[src/rtl/unidade_mult_div_pkg.sv]
// Shared opcodes and FSM encodings for the iterative multiply/divide unit.
package unidade_mult_div_pkg;

    typedef enum logic [1:0] {
        MUL_L = 2'b00,
        MUL_H = 2'b01,
        DIV_Q = 2'b10,
        DIV_R = 2'b11
    } operacao_t;

    typedef enum logic [1:0] {
        OCIOSO  = 2'b00,
        CALCULA = 2'b01,
        CONCLUI = 2'b10
    } estado_t;

    function automatic logic eh_divisao(input operacao_t op);
        return op[1];
    endfunction

endpackage

[src/rtl/unidade_mult_div_if.sv]
// Request/response bundle between the issue logic / register bank and the mult/div unit.
interface unidade_mult_div_if #(
    parameter int bits_palavra  = 32,
    parameter int end_registros = 4
);
    logic                     inicia;
    logic [1:0]               operacao;
    logic [bits_palavra-1:0]  A;
    logic [bits_palavra-1:0]  B;
    logic [end_registros-1:0] end_destino_in;
    logic [bits_palavra-1:0]  resultado;
    logic [end_registros-1:0] end_destino;
    logic                     Habilita;
    logic                     ocupado;
    logic                     div_zero;

    modport master (
        output inicia, operacao, A, B, end_destino_in,
        input  resultado, end_destino, Habilita, ocupado, div_zero
    );

    modport slave (
        input  inicia, operacao, A, B, end_destino_in,
        output resultado, end_destino, Habilita, ocupado, div_zero
    );
endinterface

[src/rtl/unidade_mult_div_passo.sv]
// One iteration of shift-add multiply or restoring divide on a shared 2W-bit accumulator.
module passo_mult_div #(
    parameter int bits_palavra = 32
) (
    input  logic                      eh_div,
    input  logic [2*bits_palavra-1:0] acc,
    input  logic [bits_palavra-1:0]   operando,
    output logic [2*bits_palavra-1:0] acc_prox
);
    localparam int W = bits_palavra;

    logic [W:0]   soma;
    logic [W:0]   resto_desl;
    logic         cabe;
    logic [W-1:0] resto_novo;

    // MUL: acc = {partial product, remaining multiplier}; DIV: acc = {remainder, dividend/quotient}.
    // The trial result is below the divisor when it fits, so a W-bit subtract is enough.
    always_comb begin
        soma       = {1'b0, acc[2*W-1:W]} + (acc[0] ? {1'b0, operando} : {(W+1){1'b0}});
        resto_desl = acc[2*W-1:W-1];
        cabe       = resto_desl >= {1'b0, operando};
        resto_novo = cabe ? (resto_desl[W-1:0] - operando) : resto_desl[W-1:0];
        if (eh_div)
            acc_prox = {resto_novo, acc[W-2:0], cabe};
        else
            acc_prox = {soma, acc[W-1:1]};
    end
endmodule

[src/rtl/unidade_mult_div.sv]
// Fixed-latency unsigned multiply/divide unit: latches operands, iterates once per cycle,
// then pulses the register bank write enable for one cycle.
module unidade_mult_div
    import unidade_mult_div_pkg::*;
#(
    parameter int bits_palavra  = 32,
    parameter int end_registros = 4
) (
    input  logic clock,
    input  logic reset,
    unidade_mult_div_if.slave bus
);
    localparam int W  = bits_palavra;
    localparam int CW = $clog2(W) + 1;
    localparam logic [CW-1:0] ULTIMO = CW'(W);

    estado_t                  estado, estado_prox;
    logic [CW-1:0]            contador;
    logic [2*W-1:0]           acc, acc_prox;
    logic [W-1:0]             a_reg, b_reg;
    operacao_t                op_reg;
    logic [end_registros-1:0] dest_reg;
    logic                     aceita, ultimo, div_op;

    assign ultimo = contador == ULTIMO;
    assign div_op = eh_divisao(op_reg);

    always_ff @(posedge clock or posedge reset) begin
        if (reset) estado <= OCIOSO;
        else       estado <= estado_prox;
    end

    // A new request is also taken on the edge leaving CONCLUI so back-to-back ops run every W+2 cycles.
    always_comb begin
        estado_prox = estado;
        aceita      = 1'b0;
        case (estado)
            OCIOSO: if (bus.inicia) begin
                aceita      = 1'b1;
                estado_prox = CALCULA;
            end
            CALCULA: if (ultimo) estado_prox = CONCLUI;
            CONCLUI: begin
                if (bus.inicia) begin
                    aceita      = 1'b1;
                    estado_prox = CALCULA;
                end else begin
                    estado_prox = OCIOSO;
                end
            end
            default: estado_prox = OCIOSO;
        endcase
    end

    passo_mult_div #(.bits_palavra(W)) u_passo (
        .eh_div   (div_op),
        .acc      (acc),
        .operando (div_op ? b_reg : a_reg),
        .acc_prox (acc_prox)
    );

    // Counter runs 0..W-1 doing iterations; the extra count registers the selected result.
    always_ff @(posedge clock or posedge reset) begin
        if (reset) begin
            contador        <= '0;
            acc             <= '0;
            a_reg           <= '0;
            b_reg           <= '0;
            op_reg          <= MUL_L;
            dest_reg        <= '0;
            bus.resultado   <= '0;
            bus.end_destino <= '0;
            bus.div_zero    <= 1'b0;
        end else if (aceita) begin
            contador <= '0;
            a_reg    <= bus.A;
            b_reg    <= bus.B;
            op_reg   <= operacao_t'(bus.operacao);
            dest_reg <= bus.end_destino_in;
            acc      <= {{W{1'b0}}, bus.operacao[1] ? bus.A : bus.B};
        end else if (estado == CALCULA) begin
            if (!ultimo) begin
                acc      <= acc_prox;
                contador <= contador + 1'b1;
            end else begin
                bus.resultado   <= op_reg[0] ? acc[2*W-1:W] : acc[W-1:0];
                bus.end_destino <= dest_reg;
                bus.div_zero    <= div_op && (b_reg == '0);
            end
        end
    end

    assign bus.Habilita = estado == CONCLUI;
    assign bus.ocupado  = estado != OCIOSO;
endmodule
[src/flat_wrapper.sv]
// flat-port wrapper written by rule: the top's interface ports become plain ports
module unidade_mult_div_flat import unidade_mult_div_pkg::*;
#(
    parameter int bits_palavra  = 32,
    parameter int end_registros = 4
)
  (clock, reset, bus_inicia, bus_operacao, bus_A, bus_B, bus_end_destino_in, bus_resultado, bus_end_destino, bus_Habilita, bus_ocupado, bus_div_zero);
  unidade_mult_div_if #(.bits_palavra(bits_palavra), .end_registros(end_registros)) bus_i ();
  input  logic clock;
  input  logic reset;
  input wire logic [$bits(bus_i.inicia)-1:0] bus_inicia;
  input wire logic [$bits(bus_i.operacao)-1:0] bus_operacao;
  input wire logic [$bits(bus_i.A)-1:0] bus_A;
  input wire logic [$bits(bus_i.B)-1:0] bus_B;
  input wire logic [$bits(bus_i.end_destino_in)-1:0] bus_end_destino_in;
  output wire logic [$bits(bus_i.resultado)-1:0] bus_resultado;
  output wire logic [$bits(bus_i.end_destino)-1:0] bus_end_destino;
  output wire logic [$bits(bus_i.Habilita)-1:0] bus_Habilita;
  output wire logic [$bits(bus_i.ocupado)-1:0] bus_ocupado;
  output wire logic [$bits(bus_i.div_zero)-1:0] bus_div_zero;
  assign bus_i.inicia = bus_inicia;
  assign bus_i.operacao = bus_operacao;
  assign bus_i.A = bus_A;
  assign bus_i.B = bus_B;
  assign bus_i.end_destino_in = bus_end_destino_in;
  assign bus_resultado = bus_i.resultado;
  assign bus_end_destino = bus_i.end_destino;
  assign bus_Habilita = bus_i.Habilita;
  assign bus_ocupado = bus_i.ocupado;
  assign bus_div_zero = bus_i.div_zero;
  unidade_mult_div #(.bits_palavra(bits_palavra), .end_registros(end_registros)) u_core (.clock(clock), .reset(reset), .bus(bus_i));
endmodule
[config.mk]
export PLATFORM = sky130hd
export DESIGN_NAME = unidade_mult_div_flat
export DESIGN_NICKNAME = d
export VERILOG_FILES = /design/src/rtl/unidade_mult_div_pkg.sv /design/src/rtl/unidade_mult_div_if.sv /design/src/rtl/unidade_mult_div_passo.sv /design/src/rtl/unidade_mult_div.sv /design/src/flat_wrapper.sv
export SDC_FILE = /design/constraint.sdc
export NUM_CORES = 1
export LEC_CHECK = 0
export CORE_UTILIZATION = 54
export CTS_BUF_LIST = sky130_fd_sc_hd__clkbuf_8
export DETAILED_ROUTE_END_ITERATION = 7
export PLACE_DENSITY = 0.86
export REMOVE_ABC_BUFFERS = 1
export SLEW_MARGIN = 10
export SYNTH_ARGS = -nofsm -noshare
export SYNTH_HDL_FRONTEND = slang
export SYNTH_SLANG_ARGS = --single-unit
[constraint.sdc]
create_clock -name clock -period 11.48 [get_ports clock]
set_input_delay 2.296 -clock clock [delete_from_list [all_inputs] [get_ports clock]]
set_output_delay 2.296 -clock clock [all_outputs]
set_load 0.1 [all_outputs]
# --- Word level (Yosys, flattened, before mapping) ---
# Cells that the tools add are included.
op_classes:
  add_sub_neg: 3
  n_lt_le_gt_ge: 1
  eq_ne: 6
  n_mux: 18
  bitwise: 1
  reduce_logical: 9
ops:
  columns: ["operator", "n"]
  rows:
  - ["$mux 64", 4]
  - ["$mux 32", 5]
  - ["$add 32x33->33", 1]
  - ["$ge 33x32->1", 1]
  - ["$logic_not 32->1", 1]
  - ["$sub 32x32->32", 1]
  - ["$mux 6", 3]
  - ["$add 6x1->6 const B", 1]
  - ["$eq 6x6->1 const B", 1]
  - ["$pmux 2 s3", 1]
  - ["$mux 2", 2]
  - ["$ne 2x1->1 const B", 2]
  - ["$reduce_and 2->1", 2]
  - ["$reduce_bool 2->1", 2]
  - ["$mux 1", 3]
  - ["$reduce_and 3->1", 1]
  - ["$eq 2x1->1 const B", 1]
  - ["$eq 2x2->1 const B", 1]
  - ["$logic_not 2->1", 1]
  - ["$ne 2x2->1 const B", 1]
  - ["$reduce_or 2->1", 1]
  - ["$logic_and 1x1->1", 1]
  - ["$not 1->1", 1]
word_totals:
  reg_bits: 179
  input_bits: 73
  elab_cells: 48

# --- Longest topological paths before layout ---
# Gate-level depths: netlist of run 1.
logic_depth:
  ltp_word: 7
  depth_mapped: 15

# --- Hierarchy ---
# A second synthesis of run 1 with hierarchy kept.
unflattened:
  cells_unflattened: 1532
  hier_area_um2: 12786.0
by_module_without_submodules:
  columns: ["module", "instances", "cells_per_inst", "area_per_inst_um2"]
  rows:
  - ["unidade_mult_div", 1, 861, 8087.8]
  - ["passo_mult_div", 1, 671, 4698.3]

# --- Least setup slack after synthesis of run 1 ---
# Ideal clock, no wire load.
synth_path:
  path_type: "flip-flop to output port"
  from: "register u_core.estado[0]"
  to: "output bus_Habilita"
  t_arrival_ns: 1.746
  slack_ns: 7.438
  path_stages_with_launch: 2
  cell_sequence: "dfrtp_1 nor2b_1"
synth_between:
  elab_chain_len: 1
synth_lines:
  columns: ["item", "line_no", "source"]
  rows:
  - ["from (decl)", "unidade_mult_div.sv:17", "estado_t estado, estado_prox;"]
  - ["from (signal assigned)", "unidade_mult_div.sv:30", "else estado <= estado_prox;"]
  - ["$eq 2x2->1", "unidade_mult_div.sv:93", "assign bus.Habilita = estado == CONCLUI;"]
  - ["to (decl)", "flat_wrapper.sv:18", "output wire logic [$bits(bus_i.Habilita)-1:0] bus_Habilita;"]
# No other way between the ends.

# --- Final worst setup path of run 1 ---
layout_path:
  from: "register u_core.op_reg[1]"
  to: "register u_core.acc[57]"
layout_between:
  elab_chain_len: 7
  word_cells_on_any_way: 10
  cone_classes: "add/sub (2); order compare (1); mux (7)"
layout_lines:
  columns: ["item", "line_no", "source"]
  rows:
  - ["from (decl)", "unidade_mult_div.sv:21", "operacao_t op_reg;"]
  - ["from (signal assigned)", "unidade_mult_div.sv:78", "op_reg <= operacao_t'(bus.operacao);"]
  - ["$mux 32", "unidade_mult_div.sv:58", ".operando (div_op ? b_reg : a_reg),"]
  - ["$mux 32, or another cell as far along", "unidade_mult_div_passo.sv:20", "soma = {1'b0, acc[2*W-1:W]} + (acc[0] ? {1'b0, operando} : {(W+1){1'b0}});"]
  - ["$add 32x33->33 or $mux 32 (tied branches)", "unidade_mult_div_passo.sv:20, unidade_mult_div_passo.sv:23", null]
  - ["$mux 64 (*)", "unidade_mult_div_passo.sv:24", "if (eh_div)"]
  - ["$mux 64 (*)", "unidade_mult_div.sv:82", "if (!ultimo) begin"]
  - ["$mux 64 (*)", "unidade_mult_div.sv:81", "end else if (estado == CALCULA) begin"]
  - ["$mux 64 (*)", "unidade_mult_div.sv:74", "end else if (aceita) begin"]
  - ["to (signal assigned)", "unidade_mult_div.sv:80", "acc <= {{W{1'b0}}, bus.operacao[1] ? bus.A : bus.B};"]
  - ["to (signal assigned)", "unidade_mult_div.sv:83", "acc <= acc_prox;"]
  - ["to (decl)", "unidade_mult_div.sv:19", "logic [2*W-1:0] acc, acc_prox;"]
# Every way passes the cells marked *; elsewhere a longest branch is shown, timed or not. The select of a mux whose other input is x is not followed.
# A chain may end at the register's enable or synchronous reset.

==> metrics.md, run 1 <==
| Metric | Value |
|---|---|
| R2R Setup Slk | 5.93 ns |
| Die Wd | 152 um |
| Pin count of the biggest net entering global routing | 89 |
| Placed wire-length estimate | 25,000 um |
| Drt pass-1 iters | 7 |
| Post-synthesis sequential area ratio | 36.6% |
| First-pass GRT wire length | 57,400 um |
| Initial Utilization | 55.5% |
| Area grow syn2layout | 13.8% |
| Post-synth top area share | 36.6% |
| DR DRC count | 0 |
| Post-route ant nets | 0 |
| Minimum clock period | 5.55 ns |
| Clock buffers created by TritonCTS | 17 |
| Max reg flops | 64 |
| Netlist Area Pre-Place | 12,200 um^2 |
| Slew Limit Fails | 0 |
| Nets | 1,606 |
| Placer's final routability congestion estimate | 0.942 |
| Clock Tree Root | clkbuf_8 |
| Post-CTS sizing | 0 |
| Final setup vio count | 0 |
| RSZ-0062 raised after global routing | no |
| DR WL/cell | 20.1 um |
| Inserted Diodes | 0 |
| Crit-path max FO | 47 |
| Status | finished, final reports clean |
| Worst min path class | flip-flop to flip-flop |
| Crit path DAT | 5.97 ns |
| Setup Fix Bufs, Post-CTS | 0 |
| Slew @ Worst Pin | 1.24 ns |
| Via/cell ratio | 6.30 |
| Initial DRC count | 902 |
| Clock Skew | 0.0211 ns |
| Clk pin slew, worst setup/hold paths | 0.11 ns |
| Final worst path period share | 48.4% |
| Max_cap viols | 0 |
| Total Routing Usage GR | 30.9% |
| M2 GR Usage | 48.1% |
| Rows | 54 |
| Io pins | 112 |
| Most flop-heavy register | u_core.acc |
| Vias in the first global route | 10,850 |
| Worst Path Required | 11.90 ns |
| Share of layout cells above drive strength 1 | 5.55% |
| Area leader, netlist | dfrtp_1 |
| Clock sink count | 179 |
| Async set-reset flop share out of synthesis | 100% |
| Bufs on Longest Clock Path | 2 |
| Most frequent cells after synthesis | nand2_1, dfrtp_1, mux2i_1 |
| CTS tree | done |
| Count leader, synth | nand2_1 |
| Die Y | 152 um |
| Cell variety after synth | 69 |
| Routed via count | 11,076 |
| Gate count of the mapped netlist | 1,406 |
| Clock H-tree levels | 4 |
| Most common flop cell mapped by yosys | dfrtp_1 |
| GR Layer Usage met1 | 43.9% |
| Total congestion overflow | 0 |
| Initial antenna violation count | 0 |
| Full die area | 23,200 um^2 |
| Startpoint types | flip-flop |
| Post-synth EDFFs | 0 |
| WL final | 35,300 um |
| Post-synthesis register bit count | 179 |
| Core Region | 22,000 um^2 |
| Syn avg cell area | 8.70 um^2 |
| Final Hold Viols | 0 |
| Number of synthesis warnings | 0 |
| Max Freq | 0.180 GHz |
| Hold Buf Count CTS | 0 |
| Critical setup path kind | flip-flop to flip-flop |
| Clk_lat worst skew | 0.49 ns |
| Endpoint type of the worst setup path | flip-flop |
| Global Route met3 Usage | 4.10% |
| Sum Neg Setup Slack | 0 ns |
| Rel. slew slack | 16.8% |
| Dominant cells by area after synthesis | dfrtp_1, mux2i_1, nand2_1, ha_1, a21oi_1 |
| Grt peak-use layer | met2 |
| IO buf count | 111 |
-- cells by family (layout without fill, tap and decap cells) --
kind of cell | after synthesis | count (layout) | synth area share, %
AOI/OAI and AO/OA | 342 | 342 | 18.1
xor gates and xnor gates | 58 | 58 | 4.15
adders and majority gates | 68 | 68 | 7.08
buffers and inverters | 102 | 174 | 3.33
DFF | 179 | 179 | 36.6
muxes | 140 | 140 | 11.5
and+or+nand+nor | 517 | 517 | 19.1
-- cells in the final DEF, fill, tap and decap left out, types with 5 or more instances in the layout --
cell,n
o21ai_0,73
nand2_1,269
o211ai_1,23
clkbuf_8,19
dfrtp_1,177
a21oi_1,106
ha_1,66
xor2_1,32
clkdlybuf4s50_1,110
mux2_2,6
nand2b_1,5
mux2i_1,134
nor2_1,70
o31ai_1,5
o21a_1,7
nor3_1,19
or3_1,9
buf_4,14
inv_1,16
nor4_1,9
a211oi_1,9
a31oi_1,13
and3_1,7
a21o_1,27
a32o_1,5
o221ai_1,24
nand4_1,16
nand3_1,52
a22oi_1,5
nor2b_1,38
xnor2_1,26
-- metal layers --
metal	vias to the layer above	wire [um]
li1	5151	-
met1	5350	15600
met2	509	15900
met3	66	2750
met4	0	993
met5	-	0
-- critical path, stage by stage (launching register included) --
cell	delay (ns)
dfrtp_4	0.66
buf_4	0.60
buf_4	0.56
mux2_2	0.27
and2_1	0.13
ha_1	0.21
inv_1	0.07
fa_1	0.41
nor2b_1	0.24
o31a_1	0.24
o22ai_1	0.18
o31ai_1	0.71
or3b_2	0.52
o21bai_1	0.21
xor2_1	0.17
o21ai_0	0.08
o21ai_0	0.16
-- area by class of cell --
type | count | area, um^2
Clock buffer | 19 | 262
Clock inverter | 13 | 171
Fill cell | 1860 | 8120
Inverter | 17 | 68.8
Multi-Input combinational cell | 1125 | 7360
Sequential cell | 179 | 4480
Tap cell | 280 | 350
Timing Repair Buffer | 125 | 1210
-- metrics by stage --
step | util, % | cell area, um^2 | setup slack, ns | cells | hold WS, ns
after floorplan | - | 11900 | 4.33 | 1321 | 0.440
after global placement | 61.2 | 13500 | 6.22 | 1726 | 0.455
after detailed placement | 61.2 | 13500 | 6.06 | 1726 | 0.460
after CTS | 63.2 | 13900 | 6.01 | 1758 | 0.485
after global routing | 63.2 | 13900 | 5.65 | 1758 | 0.495
final | 63.2 | 13900 | 5.93 | 1758 | 0.478
-- final timing paths --
check | start | depth (start not counted) | to
worst min register to register | u_core.dest_reg[3]$_DFFE_PP0P_ | 2 | u_core.dest_reg[3]$_DFFE_PP0P_
max in group asynchronous | reset | 3 | u_core.acc[45]$_DFFE_PP0P_
worst max-delay path | u_core.op_reg[1]$_DFFE_PP0P_ | 16 | u_core.acc[57]$_DFFE_PP0P_
min in group asynchronous | reset | 2 | u_core.bus.resultado[1]$_DFFE_PP0P_
worst max register to register | u_core.op_reg[1]$_DFFE_PP0P_ | 16 | u_core.acc[57]$_DFFE_PP0P_
worst min-delay path | u_core.dest_reg[3]$_DFFE_PP0P_ | 2 | u_core.dest_reg[3]$_DFFE_PP0P_
Power of run 1 is not shown: default switching activity piles up to over one toggle a cycle in this logic, so the estimate is an artifact.
==> run 2, diff against run 1 <==
==> constraint.sdc (replaced) <==
create_clock -name clock -period 5.5 [get_ports clock]
set_input_delay 1.1 -clock clock [delete_from_list [all_inputs] [get_ports clock]]
set_output_delay 1.1 -clock clock [all_outputs]
set_load 0.1 [all_outputs]
==> run 2 against run 1 <==
The flow now finishes with violations (design-rule violations). Register-to-register slack got worse by 5.1 ns. Final cell count rose by 0.28%. Utilization rose by 0.063 points. Setup slack got worse by 5.1 ns. Final area barely moved. First-iteration DRC count rose by 7.4%. Via count rose by 0.39%. Die area did not move. Non-clock buffer count rose by 5. Flip-flop and latch count did not move. Sequential share of layout area barely moved. Count of clock-buffer cells in the layout fell by 1.
==> metrics.md, run 2 (same netlist as run 1, synthesis figures left out) <==
| Metric | Value |
|---|---|
| Status | finished, violations left |
| Violated checks | design-rule violations |
| RSZ-0062 raised after global routing | no |
| Sum Neg Setup Slack | 0 ns |
| Vias in the first global route | 10,989 |
| Area grow syn2layout | 13.9% |
| Startpoint types | flip-flop |
| Total Routing Usage GR | 31.4% |
| Max reg flops | 64 |
| Grt peak-use layer | met2 |
| Most flop-heavy register | u_core.acc |
| Post-route ant nets | 0 |
| Minimum clock period | 4.71 ns |
| DR WL/cell | 20.2 um |
| Clock Tree Root | clkbuf_8 |
| Max_cap viols | 0 |
| Full die area | 23,200 um^2 |
| Commonest non-fill, non-tap cell in the layout | nand2_1 |
| Initial DRC count | 969 |
| Bufs on Longest Clock Path | 2 |
| Final Hold Viols | 0 |
| Placer's final routability congestion estimate | 0.994 |
| Rel. slew slack | 20.9% |
| Hold Buf Count CTS | 0 |
| Clk pin slew, worst setup/hold paths | 0.10 ns |
| Final worst path period share | 85.6% |
| Nets | 1,611 |
| Global Route met3 Usage | 5.55% |
| GR Layer Usage met1 | 43.8% |
| Setup Fix Bufs, Post-CTS | 0 |
| Post-Place Worst Slack | 0.880 ns |
| Crit-path max FO | 41 |
| Clock buffers created by TritonCTS | 17 |
| Total congestion overflow | 0 |
| Core Region | 22,000 um^2 |
| First-pass GRT wire length | 58,000 um |
| Clk_lat worst skew | 0.50 ns |
| Initial antenna violation count | 1 |
| Post-CTS sizing | 0 |
| Via/cell ratio | 6.31 |
| IO buf count | 111 |
| Placed wire-length estimate | 25,400 um |
| Clock H-tree levels | 4 |
| Rows | 54 |
| Max Freq | 0.212 GHz |
| Final setup margin | 0.793 ns |
| Worst min path class | flip-flop to flip-flop |
| Final setup vio count | 0 |
| Fill cells | 1,886 |
| Inserted Diodes | 0 |
| Most frequent cells in the layout | nand2_1, dfrtp_1, mux2i_1, clkdlybuf4s50_1, a21oi_1 |
| Drt pass-1 iters | 7 |
| Clock sink count | 179 |
| Crit path DAT | 5.09 ns |
| Slew Limit Fails | 0 |
| Die Wd | 152 um |
| Slew @ Worst Pin | 1.19 ns |
| Clock Skew | 0.0189 ns |
| Final Non-Filler Cells | 1,763 |
| Pin count of the biggest net entering global routing | 95 |
| Die Y | 152 um |
| Critical setup path kind | flip-flop to flip-flop |
| WL final | 35,600 um |
| Share of layout cells above drive strength 1 | 5.87% |
| Placed insts | 1,731 |
| DR DRC count | 2 |
| Endpoint type of the worst setup path | flip-flop |
| Io pins | 112 |
| Worst Path Required | 5.88 ns |
| Routed via count | 11,119 |
| CTS tree | done |
| Fin util | 63.2% |
| Initial Utilization | 55.5% |
| M2 GR Usage | 49.1% |
## run 2: routing by layer
metal  vias up  routed length (um)  share of wire (%)
li1       5175                   -                  -
met1      5360               15800                 44
met2       517               16200                 45
met3        67                2780                7.8
met4         0                 904                2.5
met5         -                   0                  0
## run 2: final cells by class
cell class                 instances  area, um^2  area share [%]
clock buffer                      18         248            1.78
clock inverter                    14         121           0.872
inverter                          17        68.8           0.494
multi-input combinational       1125        7360            52.9
sequential                       179        4480            32.2
tap                              280         350            2.52
timing repair buffer             130        1290            9.24
## run 2: worst paths after layout
kind                                                        endpoint  cells past startpoint  slack [ns]                      startpoint
worst max-delay path                       u_core.acc[0]$_DFFE_PP0P_                     12        0.79    u_core.op_reg[1]$_DFFE_PP0P_
worst min-delay path                  u_core.dest_reg[1]$_DFFE_PP0P_                      2        0.48  u_core.dest_reg[1]$_DFFE_PP0P_
worst max register to register             u_core.acc[0]$_DFFE_PP0P_                     12        0.79    u_core.op_reg[1]$_DFFE_PP0P_
worst min register to register        u_core.dest_reg[1]$_DFFE_PP0P_                      2        0.48  u_core.dest_reg[1]$_DFFE_PP0P_
max in group asynchronous       u_core.bus.resultado[15]$_DFFE_PP0P_                      3        3.50                           reset
min in group asynchronous                u_core.a_reg[0]$_DFFE_PP0P_                      2        1.00                           reset
## run 2: critical path, cell delays in order, from the launching register on
cell and delay, ns:
dfrtp_4 0.86, buf_4 0.32, mux2i_1 0.29, ha_1 0.34, a21oi_2 0.20, a211oi_1 0.12, o2111ai_1 0.28, a31oi_1 0.16
or4b_4 0.58, o21a_1 0.36, nor2_4 0.54, a21oi_1 0.17, a311o_1 0.35
## run 2: metrics by stage
step | hold slack (ns) | area, um^2
global placement | 0.455 | 13600
finish | 0.475 | 13900
global route | 0.511 | 13900
detailed placement | 0.457 | 13600
floorplan | 0.440 | 11900
CTS | 0.482 | 13900
Power of run 2 is left out for the same reason.
==> run 3, diff against run 2 <==
--- a/config.mk
+++ b/config.mk
@@ -7,10 +7,11 @@
 export LEC_CHECK = 0
 export CORE_UTILIZATION = 54
 export CTS_BUF_LIST = sky130_fd_sc_hd__clkbuf_8
+export CTS_CLUSTER_DIAMETER = 80
 export DETAILED_ROUTE_END_ITERATION = 7
+export HOLD_SLACK_MARGIN = 0.05
 export PLACE_DENSITY = 0.86
 export REMOVE_ABC_BUFFERS = 1
-export SLEW_MARGIN = 10
 export SYNTH_ARGS = -nofsm -noshare
 export SYNTH_HDL_FRONTEND = slang
 export SYNTH_SLANG_ARGS = --single-unit
==> results of run 3 <==
No change in the layout: final DEF, timing and power equal those of run 2.
Power of run 3 is left out for the same reason.
